==> config.mk <==
export PLATFORM = sky130hd
export DESIGN_NAME = pc_fetch_unit
export DESIGN_NICKNAME = d
export VERILOG_FILES = /design/src/rtl/pc_fetch_unit.sv
export SDC_FILE = /design/constraint.sdc
export NUM_CORES = 1
export LEC_CHECK = 0
export ABC_CLOCK_PERIOD_IN_PS = 2600
export BUFFER_PORTS_ARGS = -buffer_cell sky130_fd_sc_hd__buf_2
export CORE_MARGIN = 5
export CORE_UTILIZATION = 49
export CTS_BUF_LIST = sky130_fd_sc_hd__clkbuf_4 sky130_fd_sc_hd__clkbuf_8 sky130_fd_sc_hd__clkbuf_16
export DETAILED_ROUTE_END_ITERATION = 6
export PLACE_DENSITY = 0.87
export REMOVE_ABC_BUFFERS = 1
export SETUP_SLACK_MARGIN = 0.1
export SLEW_MARGIN = 20
export SYNTH_ARGS = -nofsm -noshare
export SYNTH_HDL_FRONTEND = slang
export SYNTH_SLANG_ARGS = --single-unit
==> constraint.sdc <==
create_clock -name clk -period 2.6 [get_ports clk]
set_input_delay 0.52 -clock clk [delete_from_list [all_inputs] [get_ports clk]]
set_output_delay 0.52 -clock clk [all_outputs]
set_load 0.005 [all_outputs]
==> src/rtl/pc_fetch_unit.sv <==
// pc_fetch_unit
//   Owns the architectural PC, fetches the instruction at that PC through a
//   req/ready handshake, holds it for decode until the datapath acks it, then
//   loads the next PC supplied by the external next-PC logic. Misaligned next
//   PCs and fetches that wait too long for memory latch a sticky fault that
//   only reset clears.
//
// Parameters
//   RESET_PC  PC loaded on reset
//   TIMEOUT   non-stalled cycles a request may wait for imem_ready (1..255)
//
// Ports
//   clk, reset                 clock, synchronous active-high reset
//   pc_out                     current PC, feeds next-PC logic
//   npc_in                     next PC, sampled only on an accepted ack
//   instr_ack, stall           retire current instruction / freeze unit
//   imem_req, imem_addr        fetch request and address (== pc_out)
//   imem_ready, imem_rdata     memory response and instruction word
//   instr_out, instr_valid     registered instruction for decode
//   fault, fault_cause         sticky fault, 01 misaligned / 10 timeout
//   fault_pc                   offending address
//   fetch_count                instructions captured since reset (wraps)
module pc_fetch_unit #(
    parameter logic [31:0] RESET_PC = 32'h0000_3000,
    parameter int unsigned TIMEOUT  = 16
) (
    input  logic        clk,
    input  logic        reset,
    output logic [31:0] pc_out,
    input  logic [31:0] npc_in,
    input  logic        instr_ack,
    input  logic        stall,
    output logic        imem_req,
    output logic [31:0] imem_addr,
    input  logic        imem_ready,
    input  logic [31:0] imem_rdata,
    output logic [31:0] instr_out,
    output logic        instr_valid,
    output logic        fault,
    output logic [1:0]  fault_cause,
    output logic [31:0] fault_pc,
    output logic [31:0] fetch_count
);

    typedef enum logic [1:0] {
        S_REQ   = 2'd0,
        S_HOLD  = 2'd1,
        S_FAULT = 2'd2
    } state_t;

    localparam logic [1:0] CAUSE_MISALIGN = 2'b01;
    localparam logic [1:0] CAUSE_TIMEOUT  = 2'b10;

    // Last wait-count value before the timeout fires: TIMEOUT waiting
    // cycles in total, counted from 0.
    localparam logic [7:0] WAIT_LAST = 8'(TIMEOUT - 1);

    state_t      state_q, state_d;
    logic [31:0] pc_q, pc_d;
    logic [31:0] instr_q, instr_d;
    logic        valid_q, valid_d;
    logic        fault_q, fault_d;
    logic [1:0]  cause_q, cause_d;
    logic [31:0] fault_pc_q, fault_pc_d;
    logic [31:0] count_q, count_d;
    logic [7:0]  wait_q, wait_d;

    // Request is combinational so memory sees it in the same cycle the FSM
    // enters REQ; reset masks it even though state only clears at the edge.
    assign imem_req = (state_q == S_REQ) & ~stall & ~reset;

    always_comb begin
        state_d    = state_q;
        pc_d       = pc_q;
        instr_d    = instr_q;
        valid_d    = valid_q;
        fault_d    = fault_q;
        cause_d    = cause_q;
        fault_pc_d = fault_pc_q;
        count_d    = count_q;
        wait_d     = wait_q;

        case (state_q)
            S_REQ: begin
                if (imem_req && imem_ready) begin
                    instr_d = imem_rdata;
                    valid_d = 1'b1;
                    count_d = count_q + 32'd1;
                    wait_d  = '0;
                    state_d = S_HOLD;
                end else if (!stall) begin
                    if (wait_q == WAIT_LAST) begin
                        state_d    = S_FAULT;
                        fault_d    = 1'b1;
                        cause_d    = CAUSE_TIMEOUT;
                        fault_pc_d = pc_q;
                    end else begin
                        wait_d = wait_q + 8'd1;
                    end
                end
            end

            S_HOLD: begin
                if (instr_ack && !stall) begin
                    valid_d = 1'b0;
                    if (npc_in[1:0] == 2'b00) begin
                        pc_d    = npc_in;
                        state_d = S_REQ;
                    end else begin
                        state_d    = S_FAULT;
                        fault_d    = 1'b1;
                        cause_d    = CAUSE_MISALIGN;
                        fault_pc_d = npc_in;
                    end
                end
            end

            S_FAULT: begin
                // Terminal: everything holds until reset.
            end

            default: begin
                state_d = S_FAULT;
            end
        endcase
    end

    always_ff @(posedge clk) begin
        if (reset) begin
            state_q    <= S_REQ;
            pc_q       <= RESET_PC;
            instr_q    <= '0;
            valid_q    <= 1'b0;
            fault_q    <= 1'b0;
            cause_q    <= '0;
            fault_pc_q <= '0;
            count_q    <= '0;
            wait_q     <= '0;
        end else begin
            state_q    <= state_d;
            pc_q       <= pc_d;
            instr_q    <= instr_d;
            valid_q    <= valid_d;
            fault_q    <= fault_d;
            cause_q    <= cause_d;
            fault_pc_q <= fault_pc_d;
            count_q    <= count_d;
            wait_q     <= wait_d;
        end
    end

    assign pc_out      = pc_q;
    assign imem_addr   = pc_q;
    assign instr_out   = instr_q;
    assign instr_valid = valid_q;
    assign fault       = fault_q;
    assign fault_cause = cause_q;
    assign fault_pc    = fault_pc_q;
    assign fetch_count = count_q;

endmodule

# After elaboration in Yosys (flattened, before gate mapping)
# Cells that the tools add are included.
[totals]
register_bits = 142
latch_bits = 0
ramBits = 0
rom_bits = 0
in_bits = 69
n_memories = 0
[op_classes]
n_addsub = 2
mul = 0
div = 0
n_lt_le_gt_ge = 0
eq_ne = 13
shifts = 0
muxes = 28
bitwise = 5
n_reduce_logical = 12
[op_table]
columns = ["op", "n"]
rows = [
  ["$mux W32", 5],
  ["$pmux W32 S2", 1],
  ["$add A32 B1 Y32 const B", 1],
  ["$mux W8", 3],
  ["$mux W2", 8],
  ["$ne A2 B2 Y1 const B", 5],
  ["$reduce_and A3 Y1", 3],
  ["$add A8 B1 Y8 const B", 1],
  ["$eq A8 B4 Y1 const B", 1],
  ["$mux W1", 7],
  ["$ne A2 B1 Y1 const B", 3],
  ["$pmux W2 S3", 1],
  ["$reduce_and A6 Y1", 1],
  ["$logic_not A2 Y1", 2],
  ["$pmux W1 S2", 2],
  ["$pmux W2 S2", 1],
  ["$reduce_and A4 Y1", 1],
  ["$ne A3 B1 Y1 const B", 1],
  ["$ne A3 B2 Y1 const B", 1],
  ["$not A1 Y1", 3],
  ["$and A1 B1 Y1", 2],
  ["$eq A2 B1 Y1 const B", 1],
  ["$eq A2 B2 Y1 const B", 1],
  ["$logic_and A1 B1 Y1", 2],
  ["other kinds (3)", 3],
]

# Logic depth before layout (Yosys ltp)
# Gate-level depths: netlist of run 1.
[logic_depth]
ltp_word = 6
ltp_mapped = 7

# Least setup slack after synthesis of run 1
# OpenSTA, ideal clock, no wires.
[synth_path]
path_type = "input port to flip-flop"
from = "input reset"
to = "register count_q[26] (netlist: fetch_count[26])"
setup_time_ns = 0.070
arrival_time_ns = 1.902
required_ns = 2.530
slack_ns = 0.628
stages = 6
path_buffers = 2
cell_sequence = "buf_2 -> nor3b_4 -> nand4_1 -> buf_2 -> or4_1 -> a21oi_1"
[synth_via]
elab_chain_cells = 4
[synth_rtl]
columns = ["item", "line", "source"]
rows = [
  ["from (decl)", "28", "input logic reset,"],
  ["$not A1 Y1", "70", "assign imem_req = (state_q == S_REQ) & ~stall & ~reset;"],
  ["$and A1 B1 Y1", "70", ""],
  ["$logic_and A1 B1 Y1", "85", "if (imem_req && imem_ready) begin"],
  ["$reduce_and A2 Y1 (no source line)", "-", ""],
  ["to (signal assigned)", "147", "count_q <= count_d;"],
  ["to (decl)", "65", "logic [31:0] count_q, count_d;"],
]
# Parallel ways exist; a longest one is shown, timed or not.
# A chain may end at the register's enable or synchronous reset.

# Worst setup path after layout of run 1
[layout_path]
from = "register state_q[1]"
to = "output imem_req"
[layout_via]
elab_chain_cells = 3
[layout_rtl]
columns = ["item", "line", "source"]
rows = [
  ["from (decl)", "58", "state_t state_q, state_d;"],
  ["from (signal assigned)", "140", "state_q <= state_d;"],
  ["$logic_not A2 Y1", "70", ""],
  ["$and A1 B1 Y1 (2 in series)", "70", ""],
  ["to (decl)", "33", "output logic imem_req,"],
]
# No other way between the ends.

==> flow_summary.json, run 1 <==
{
  "track_usage": 0.228,
  "grt_pass1_wl_um": 27000,
  "die_w_um": 121,
  "cp_top_family": "simple AND/OR/NAND/NOR gates",
  "drv_slew": 0,
  "fp.dieH_um": 121,
  "num_rows": 40,
  "drt-pass1-iter-count": 5,
  "io_buffers": 233,
  "ys_seq_area_frac": 0.468,
  "slew_headroom": 0.451,
  "crit_path_end_kind": "primary output",
  "max_stage_delay_ps": 460,
  "synth_area_leaders": "dfxtp_1 (47%), nand2_1 (8.7%), a21oi_1 (7.2%)",
  "skew_ps": 10.9,
  "wl_per_cell_um": 15.9,
  "final-setup-viol-count": 0,
  "synthDominantCellAreaShare": 0.468,
  "die-area_um2": 14700,
  "syn_area_um2": 6080,
  "cts_made_buffers": 17,
  "synth.avg_cell_area_um2": 8.56,
  "crit_fanout": 9,
  "start_kind": "register",
  "gp_congestion": 0.843,
  "critPathBufInv": 1,
  "worstHoldPathType": "in2reg",
  "p_per_area_nw_per_um2": 659,
  "vdd_drop_max_uv": 531,
  "status": "complete, no violations",
  "cts_tree": "done",
  "vias": 5767,
  "cpMaxStageDelayCell": "or3_1",
  "clk_pin_slew_ps": 60,
  "rr_worst_depth": 5,
  "cts.repair.resized": 0,
  "synth_seq_cells": 142,
  "clockBufferDepth": 2,
  "grt_max_degree": 77,
  "grt_pass1_vias": 5367,
  "critical_path_class": "reg2out",
  "ant_nets": 0,
  "finish.utilization": 0.637,
  "drv_cap": 0,
  "cp.arrival_ps": 1560,
  "tightest_slew_ps": 823,
  "antenna_found_initial": 0,
  "root_buffer": "clkbuf_16",
  "synth_cells": 710,
  "hold_buffers": 0,
  "hpwlAfterDp_um": 11600,
  "fin_crit_ps": 2080,
  "drc": 0,
  "cts_sinks": 142,
  "area_delta_synth_final_pct": 27.0,
  "diodes": 0,
  "start_util": 0.502,
  "max_freq_ghz": 0.481,
  "hold_viol": 0,
  "leakage_nw": 3.46,
  "fillers": 1076,
  "yosysTopAreaCell": "dfxtp_1",
  "io_pins": 234,
  "ys_types": 42,
  "rsz0062_at_grt": "no",
  "post-route-period-util": 0.800,
  "drive_above_1_share": 0.316,
  "worst-path-stages": 3,
  "core-area_um2": 12100,
  "clock_latency_ps": 410,
  "post_cts_buffers": 0,
  "htree_levels": 4,
  "holdPathStages": 3,
  "power.total_mw": 5.09,
  "synth_warnings": 0,
  "required_ps": 2080,
  "wl_um": 17000,
  "drtIter0Drc": 368,
  "via_per_inst": 5.36,
  "path_cells": "or3_1 > nor2_1 > buf_2",
  "num-nets-final": 966,
  "grt_overflow": 0
}
## registers in the layout, indices dropped and copies added, names as in the netlist
name / flops
instr_out: 32
wait_q: 8
fault_pc: 32
imem_addr: 32
instr_valid: 1
state_q: 2
fault_cause: 2
fetch_count: 32
fault: 1
## cells by family after synthesis
logic type,Yosys count,synth area share
AOI/OAI and AO/OA,161,0.159
xor gates and xnor gates,11,0.0158
adders and majority gates,2,0.00412
buffers and inverters,88,0.0807
DFF,142,0.468
muxes,34,0.0560
and+or+nand+nor,272,0.216
## path summary, 6_finish.rpt
path	from	endpoint	slack [ps]
worst max-delay path	state_q[1]	imem_req	520
worst min-delay path	imem_rdata[31]	instr_out[31]	290
worst max register to register	wait_q[4]	fault_pc[16]	560
worst min register to register	instr_out[18]	instr_out[18]	450
## metrics by stage
| stage | instance area [um^2] | cells | hold slack, ps | setup slack, ps | setup TNS (ps) |
|---|---|---|---|---|---|
| after global routing | 7720 | 1075 | 276 | 350 | 0 |
| final | 7720 | 1075 | 289 | 520 | 0 |
| after CTS | 7720 | 1075 | 268 | 512 | 0 |
| after floorplan | 5610 | 628 | 443 | -891 | -30400 |
| after global placement | 7110 | 1044 | 438 | 463 | 0 |
| after detailed placement | 7110 | 1044 | 443 | 396 | 0 |
## cells in the final DEF (no fill, tap or decap), types with 5 or more instances in the layout
cell / n
mux2i_1: 34
nand2_1: 141
buf_2: 232
or3_1: 11
clkbuf_16: 17
nand3_1: 51
or4_1: 14
o21ai_0: 14
a211oi_1: 33
xor2_1: 9
and4_1: 5
nand4_1: 13
inv_1: 5
o31ai_1: 14
dfxtp_1: 142
a21oi_1: 88
buf_4: 16
and3_1: 7
nor2_1: 15
## routing by layer
metal  vias up  wire length, um  track usage  share of wire
met5         -                0            0              0
met2       208             8640        0.384           0.51
met1      2687             6960        0.278           0.41
met4         0              243       0.0742          0.014
li1       2849                -            -              -
met3        23             1200       0.0685          0.070
## cell type report
cell class	instances	area [um^2]	area share
Multi-Input combinational cell	480	2760	0.357
Timing Repair Buffer	248	1280	0.166
Clock buffer	24	497	0.0643
Tap cell	168	210	0.0272
Inverter	6	22.5	0.00292
Clock inverter	7	110	0.0143
Sequential cell	142	2840	0.368
## report_power, final
group / switching [mW] / leakage, nW / internal (mW)
Clock: 0.859 / 0.308 / 1.62
Combinational: 0.205 / 2.01 / 0.145
Sequential: 0.0332 / 1.15 / 2.23
## cell usage after synthesis, drive strengths merged
library cell / number
clkinv: 1
dfxtp: 142
o21a: 1
xor2: 9
nor3b: 1
o211ai: 2
o211a: 1
xnor2: 2
buf: 50
and4: 5
ha: 2
or4: 15
a211oi: 33
o22ai: 1
nor3: 2
or3: 11
nand2b: 2
nand2: 141
clkbuf: 32
nand3: 51
a2111o: 1
o31ai: 15
a21o: 2
mux2i: 34
inv: 5
and3: 7
o21ai: 15
nand4: 13
a21oi: 88
o32ai: 1
and2: 4
and4bb: 3
nor2: 16
a31oi: 1
nor4bb: 1
## worst min-delay path, cell delays in order
cell     delay, ps
buf_2           70
nand2_1         40
nand2_1         40
No activity file was read; power rests on OpenSTA's default activity.
==> run 2: changes to the inputs <==
--- a/config.mk
+++ b/config.mk
@@ -5,13 +5,13 @@
 export SDC_FILE = /design/constraint.sdc
 export NUM_CORES = 1
 export LEC_CHECK = 0
-export ABC_CLOCK_PERIOD_IN_PS = 2600
+export ABC_CLOCK_PERIOD_IN_PS = 1880
 export BUFFER_PORTS_ARGS = -buffer_cell sky130_fd_sc_hd__buf_2
 export CORE_MARGIN = 5
-export CORE_UTILIZATION = 49
+export CORE_UTILIZATION = 44
 export CTS_BUF_LIST = sky130_fd_sc_hd__clkbuf_4 sky130_fd_sc_hd__clkbuf_8 sky130_fd_sc_hd__clkbuf_16
 export DETAILED_ROUTE_END_ITERATION = 6
-export PLACE_DENSITY = 0.87
+export PLACE_DENSITY = 0.83
 export REMOVE_ABC_BUFFERS = 1
 export SETUP_SLACK_MARGIN = 0.1
 export SLEW_MARGIN = 20
==> constraint.sdc (replaced) <==
create_clock -name clk -period 1.88 [get_ports clk]
set_input_delay 0.376 -clock clk [delete_from_list [all_inputs] [get_ports clk]]
set_output_delay 0.376 -clock clk [all_outputs]
set_load 0.005 [all_outputs]
==> run 2 against run 1 <==
Global-route usage shrank 0.98 points. Sequential power grew 38%. Cell count grew 5.3%. Register-to-register slack lost 530 ps. Die area grew 10%. Non-clock buffer count grew 46. Hold slack lost 150 ps. Count of clock-buffer cells in the layout shrank 4. Combinational power grew 66%. Cell area grew 9.1%. Largest cell class is now multi-input combinational cells. Highest routed layer unchanged.
==> flow_summary.json, run 2 (synthesis gave the netlist of run 1 again) <==
{
  "status": "complete, no violations",
  "clockBufferDepth": 2,
  "area_delta_synth_final_pct": 38.5,
  "cpMaxStageDelayCell": "or4_4",
  "cts_made_buffers": 17,
  "worstHoldPathType": "in2reg",
  "hold_viol": 0,
  "track_usage": 0.218,
  "drv_slew": 0,
  "critPathBufInv": 2,
  "multi_input_area_um2": 2930,
  "holdWs_ps": 143,
  "skew_ps": 7.83,
  "required_ps": 2150,
  "diodes": 0,
  "drc": 0,
  "grt_overflow": 0,
  "die_w_um": 128,
  "drt-pass1-iter-count": 5,
  "io_pins": 234,
  "power.total_mw": 6.98,
  "rsz0062_at_grt": "yes",
  "tightest_slew_ps": 672,
  "drtIter0Drc": 396,
  "setup_slack_ps": 28.9,
  "wl_per_cell_um": 16.9,
  "drive_above_1_share": 0.392,
  "via_per_inst": 5.42,
  "fillers": 1146,
  "grt_pass1_vias": 5693,
  "critical_path_class": "reg2reg",
  "layout_common_cells": "buf_2 (232), nand2_1 (140), dfxtp_1 (137), a21oi_1 (87), nand3_1 (50)",
  "wl_um": 19200,
  "cts_sinks": 142,
  "finish.utilization": 0.614,
  "die-area_um2": 16300,
  "leakage_nw": 3.76,
  "drv_cap": 0,
  "vdd_drop_max_uv": 538,
  "start_util": 0.443,
  "gp_congestion": 0.834,
  "io_buffers": 233,
  "root_buffer": "clkbuf_16",
  "grt_max_degree": 56,
  "num-nets-final": 1012,
  "final_common_cell": "buf_2",
  "crit_path_end_kind": "register",
  "antenna_found_initial": 0,
  "core-area_um2": 13700,
  "grt_pass1_wl_um": 28600,
  "hpwlAfterDp_um": 12400,
  "r2r_setup_slack_ps": 30,
  "fp.dieH_um": 128,
  "p_int_mw": 5.35,
  "p_switching_mw": 1.63,
  "p_per_area_nw_per_um2": 829,
  "slew_headroom": 0.552,
  "max_stage_delay_ps": 540,
  "post-route-period-util": 0.985,
  "swShare": 0.234,
  "p_clk_frac": 0.470,
  "htree_levels": 4,
  "fin_crit_ps": 1850,
  "path_cells": "or4_4 > o31ai_4 > and2_4 > buf_6 > clkbuf_16 > a211oi_1",
  "num_rows": 43,
  "ant_nets": 0,
  "max_freq_ghz": 0.540,
  "regArea_um2": 2850,
  "power_frac_seq": 0.447,
  "tns_ps": 0,
  "cts_tree": "done",
  "clk_pin_slew_ps": 60,
  "cp.arrival_ps": 2120,
  "combPwrFrac": 0.083,
  "dp_slack_ps": 14.8,
  "vias": 6138,
  "clock_latency_ps": 420,
  "cp_top_family": "simple AND/OR/NAND/NOR gates",
  "final-setup-viol-count": 0,
  "start_kind": "register",
  "hold_buffers": 0,
  "crit_fanout": 8
}
## run 2: changes by cell type in the layout (fill, tap and decap cells not counted), moves of 5 or more
cell,delta
dfxtp_1,-5
buf_12,+7
a211oi_2,+17
a211oi_1,-17
buf_4,+24
clkinvlp_4,+5
buf_6,+12
## run 2: through the flow
| step | area (um^2) | cells |
|---|---|---|
| after floorplan | 5610 | 628 |
| after detailed placement | 7390 | 1083 |
| after global placement | 7390 | 1083 |
| after CTS | 8110 | 1122 |
| after global routing | 8420 | 1132 |
| final | 8420 | 1132 |
## run 2: timing repair
item | 4_1_cts | 5_1_grt
cloned | 1 | 4
setup buffers | 8 | 6
endpoints found under the setup margin | 41 | 79
gates resized for setup | 14 | 50
pin swaps | 8 | 19
## run 2: final cells by class
type | count | share of cell area
timing repair buffer | 294 | 0.215
tap | 180 | 0.0267
clock buffer | 20 | 0.0547
multi-input combinational | 480 | 0.348
clock inverter | 10 | 0.0138
sequential | 142 | 0.339
inverter | 6 | 0.00267
## run 2: power groups by stage
stage                     registers, mW  clock network (mW)  logic [mW]
after floorplan                    3.19                   0       0.209
after global placement             3.18                   0       0.514
after detailed placement           3.19                   0       0.520
after CTS                          3.12                3.33       0.547
after global routing               3.13                3.45       0.628
final                              3.12                3.28       0.581
## run 2: worst paths after layout
kind | startpoint | to | cells after the start
worst max-delay path | wait_q[5] | fault_pc[20] | 6
worst min-delay path | imem_rdata[16] | instr_out[16] | 3
worst max register to register | wait_q[5] | fault_pc[20] | 6
worst min register to register | instr_out[6] | instr_out[6] | 2
## run 2: worst reg2reg max path, cell delays in order, from the launching register on
cell and delay (ps):
dfxtp_2 310, or4_4 540, o31ai_4 290, and2_4 210
buf_6 120, clkbuf_16 160, a211oi_1 70
## run 2: per-layer routing
layer  share of wire  vias to the layer above  track usage
met2            0.50                      265        0.358
met4           0.020                        0       0.0789
met5               0                        -            0
li1                -                     2949            -
met1            0.41                     2890        0.276
met3           0.070                       34       0.0585
==> run 3: changes to the inputs <==
--- a/config.mk
+++ b/config.mk
@@ -5,9 +5,9 @@
 export SDC_FILE = /design/constraint.sdc
 export NUM_CORES = 1
 export LEC_CHECK = 0
+export ABC_AREA = 1
 export ABC_CLOCK_PERIOD_IN_PS = 1880
 export BUFFER_PORTS_ARGS = -buffer_cell sky130_fd_sc_hd__buf_2
-export CORE_MARGIN = 5
 export CORE_UTILIZATION = 44
 export CTS_BUF_LIST = sky130_fd_sc_hd__clkbuf_4 sky130_fd_sc_hd__clkbuf_8 sky130_fd_sc_hd__clkbuf_16
 export DETAILED_ROUTE_END_ITERATION = 6
==> run 3 against run 2 <==
Sequential power up 3%. Critical path depth grew 3. First-iteration DRC count increased by 53%. Clock power increased by 3%. Global-route usage is 2.4 points higher. Setup slack improved by 160 ps. Via count up 3.5%. Routed wire length is 9.1% lower. Synthesized cell count grew 17%. Flip-flop and latch count did not move. Die area shrank 12%. Hold slack improved by 40 ps. Critical endpoint is now fault_pc[11]. Largest power group unchanged. Highest routed layer unchanged.
==> flow_summary.json, run 3 <==
{
  "status": "complete, no violations",
  "layout_common_cells": "buf_2 (233), nand2_1 (153), nor2_1 (142), dfxtp_1 (139), o21ai_0 (81)",
  "setup_slack_ps": 187,
  "core-area_um2": 13400,
  "whs_endpoint": "instr_out[22]",
  "synthDominantCellAreaShare": 0.465,
  "vdd_drop_max_uv": 634,
  "ant_nets": 0,
  "synth_area_leaders": "dfxtp_1 (46%), nand2_1 (9.5%), nor2_1 (9.0%)",
  "rsz0062_at_grt": "yes",
  "clock_latency_ps": 410,
  "synth.avg_cell_area_um2": 7.38,
  "slew_headroom": 0.679,
  "track_usage": 0.242,
  "power.total_mw": 7.42,
  "htree_levels": 4,
  "drtIter0Drc": 606,
  "start_util": 0.456,
  "clk_pin_slew_ps": 60,
  "holdPathStages": 2,
  "cts_made_buffers": 17,
  "drt-pass1-iter-count": 6,
  "synth-async-reset-ratio": 0,
  "max_freq_ghz": 0.591,
  "cts_sinks": 142,
  "area_delta_synth_final_pct": 32.0,
  "drc": 0,
  "fin_crit_ps": 1690,
  "diodes": 0,
  "r2r-start": "state_q[1]",
  "synth.top_cells.by_count": "nand2_1 (154), nor2_1 (147), dfxtp_1 (142)",
  "wl_per_cell_um": 14.2,
  "crit_fanout": 15,
  "final-setup-viol-count": 0,
  "hpwlAfterDp_um": 11700,
  "grt_pass1_wl_um": 27800,
  "worstHoldPathType": "in2reg",
  "yosysTopAreaCell": "dfxtp_1",
  "cp.arrival_ps": 1990,
  "r2r_setup_slack_ps": 190,
  "vias": 6351,
  "antenna_found_initial": 0,
  "synth_edf_count": 0,
  "ys_dominant_reg_cell": "dfxtp_1",
  "synth_warnings": 0,
  "drive_above_1_share": 0.301,
  "drv_slew": 0,
  "gp_congestion": 0.900,
  "grt_max_degree": 79,
  "leakage_nw": 3.87,
  "p_per_area_nw_per_um2": 920,
  "num_rows": 42,
  "tightest_slew_ps": 478,
  "via_per_inst": 5.16,
  "min_from": "imem_rdata[22]",
  "die_w_um": 120,
  "place_inst": 1194,
  "io_pins": 234,
  "io_buffers": 233,
  "wl_um": 17400,
  "syn_area_um2": 6120,
  "final_common_cell": "buf_2",
  "fp.dieH_um": 120,
  "post-route-period-util": 0.900,
  "clockBufferDepth": 2,
  "required_ps": 2180,
  "layoutNonFillerInstCount": 1231,
  "num-nets-final": 1115,
  "ys_seq_area_frac": 0.465,
  "finish.utilization": 0.602,
  "synth_seq_cells": 142,
  "drv_cap": 0,
  "cts_tree": "done",
  "rr_worst_depth": 9,
  "grt_pass1_vias": 5863,
  "tns_ps": 0,
  "critical_path_class": "reg2reg",
  "synth_most_common_cell": "nand2_1",
  "crit_path_end_kind": "register",
  "hold_viol": 0,
  "r2r-end": "fault_pc[11]",
  "dp_slack_ps": 7.57,
  "skew_ps": 12.5,
  "root_buffer": "clkbuf_16",
  "start_kind": "register",
  "grt_overflow": 0,
  "die-area_um2": 14400,
  "synth_cells": 829,
  "ys_types": 30
}
==> run 3: cell count changes in the layout (fill, tap and decap cells not counted), sizes merged, moves of 33 or more <==
cell and change:
mux2i -34, o21ai +77, a22o +33, nor2 +136, a21oi -47, inv +66
==> run 3: worst max-delay path by stage <==
stage                               from         endpoint  slack, ps  cells after the start
final                         state_q[1]     fault_pc[11]        190                      9
after global routing      fetch_count[1]  fetch_count[20]         80                     11
after CTS                 fetch_count[0]  fetch_count[20]        110                     11
after detailed placement           stall    imem_addr[10]          8                      8
after global placement             reset     fault_pc[12]         70                     10
after floorplan                    reset      fault_pc[0]      -1090                      8
==> run 3: metrics by stage <==
step                area (um^2)  hold WS, ps
finish                     8070          183
global route               8070          171
CTS                        7950          171
detailed placement         7320          452
global placement           7320          447
floorplan                  5720          445
==> run 3: final cells by class <==
type | count | area (um^2)
Inverter | 72 | 283
Clock buffer | 20 | 454
Fill cell | 1219 | 5330
Sequential cell | 142 | 2850
Timing Repair Buffer | 264 | 1460
Clock inverter | 10 | 140
Multi-Input combinational cell | 547 | 2670
Tap cell | 176 | 220
==> run 3: what timing repair did <==
action | in CTS | in global routing
gates cloned | 0 | 1
buffers inserted | 2 | 4
resized for setup | 6 | 28
hold buffers | 0 | 0
endpoints found under the setup margin | 40 | 49
pin swaps | 1 | 4
==> run 3: cell families (layout without fill, tap and decap cells) <==
| logic type | after synthesis | after routing | synth area share |
|---|---|---|---|
| AND/OR/NAND/NOR | 364 | 365 | 0.247 |
| buffers and inverters | 141 | 366 | 0.109 |
| flip-flops | 142 | 142 | 0.465 |
| AO/OA/AOI/OAI | 170 | 170 | 0.161 |
| XOR/XNOR | 10 | 10 | 0.0143 |
| adder cells (fa/ha/maj) | 2 | 2 | 0.00409 |
==> run 3: metal layers <==
metal	vias up	wire length [um]	part of all wire	track usage
li1	3095	-	-	-
met1	2894	6790	0.39	0.284
met2	323	8630	0.49	0.412
met3	39	1630	0.094	0.0689
met4	0	382	0.022	0.0984
met5	-	0	0	0
==> run 3: power breakdown <==
part,internal (mW),switching (mW)
Clock,2.14,1.26
Combinational,0.351,0.452
Sequential,3.15,0.0772
Total,5.63,1.79
==> run 3: critical path, stage by stage (launching register included) <==
cell and delay, ps:
dfxtp_2 370, nor2_4 150, nand2_1 110, o21ai_0 100, nand2_1 140, nor2_4 170, nand2_8 120, buf_4 190
o21ai_0 150, nor2_1 60
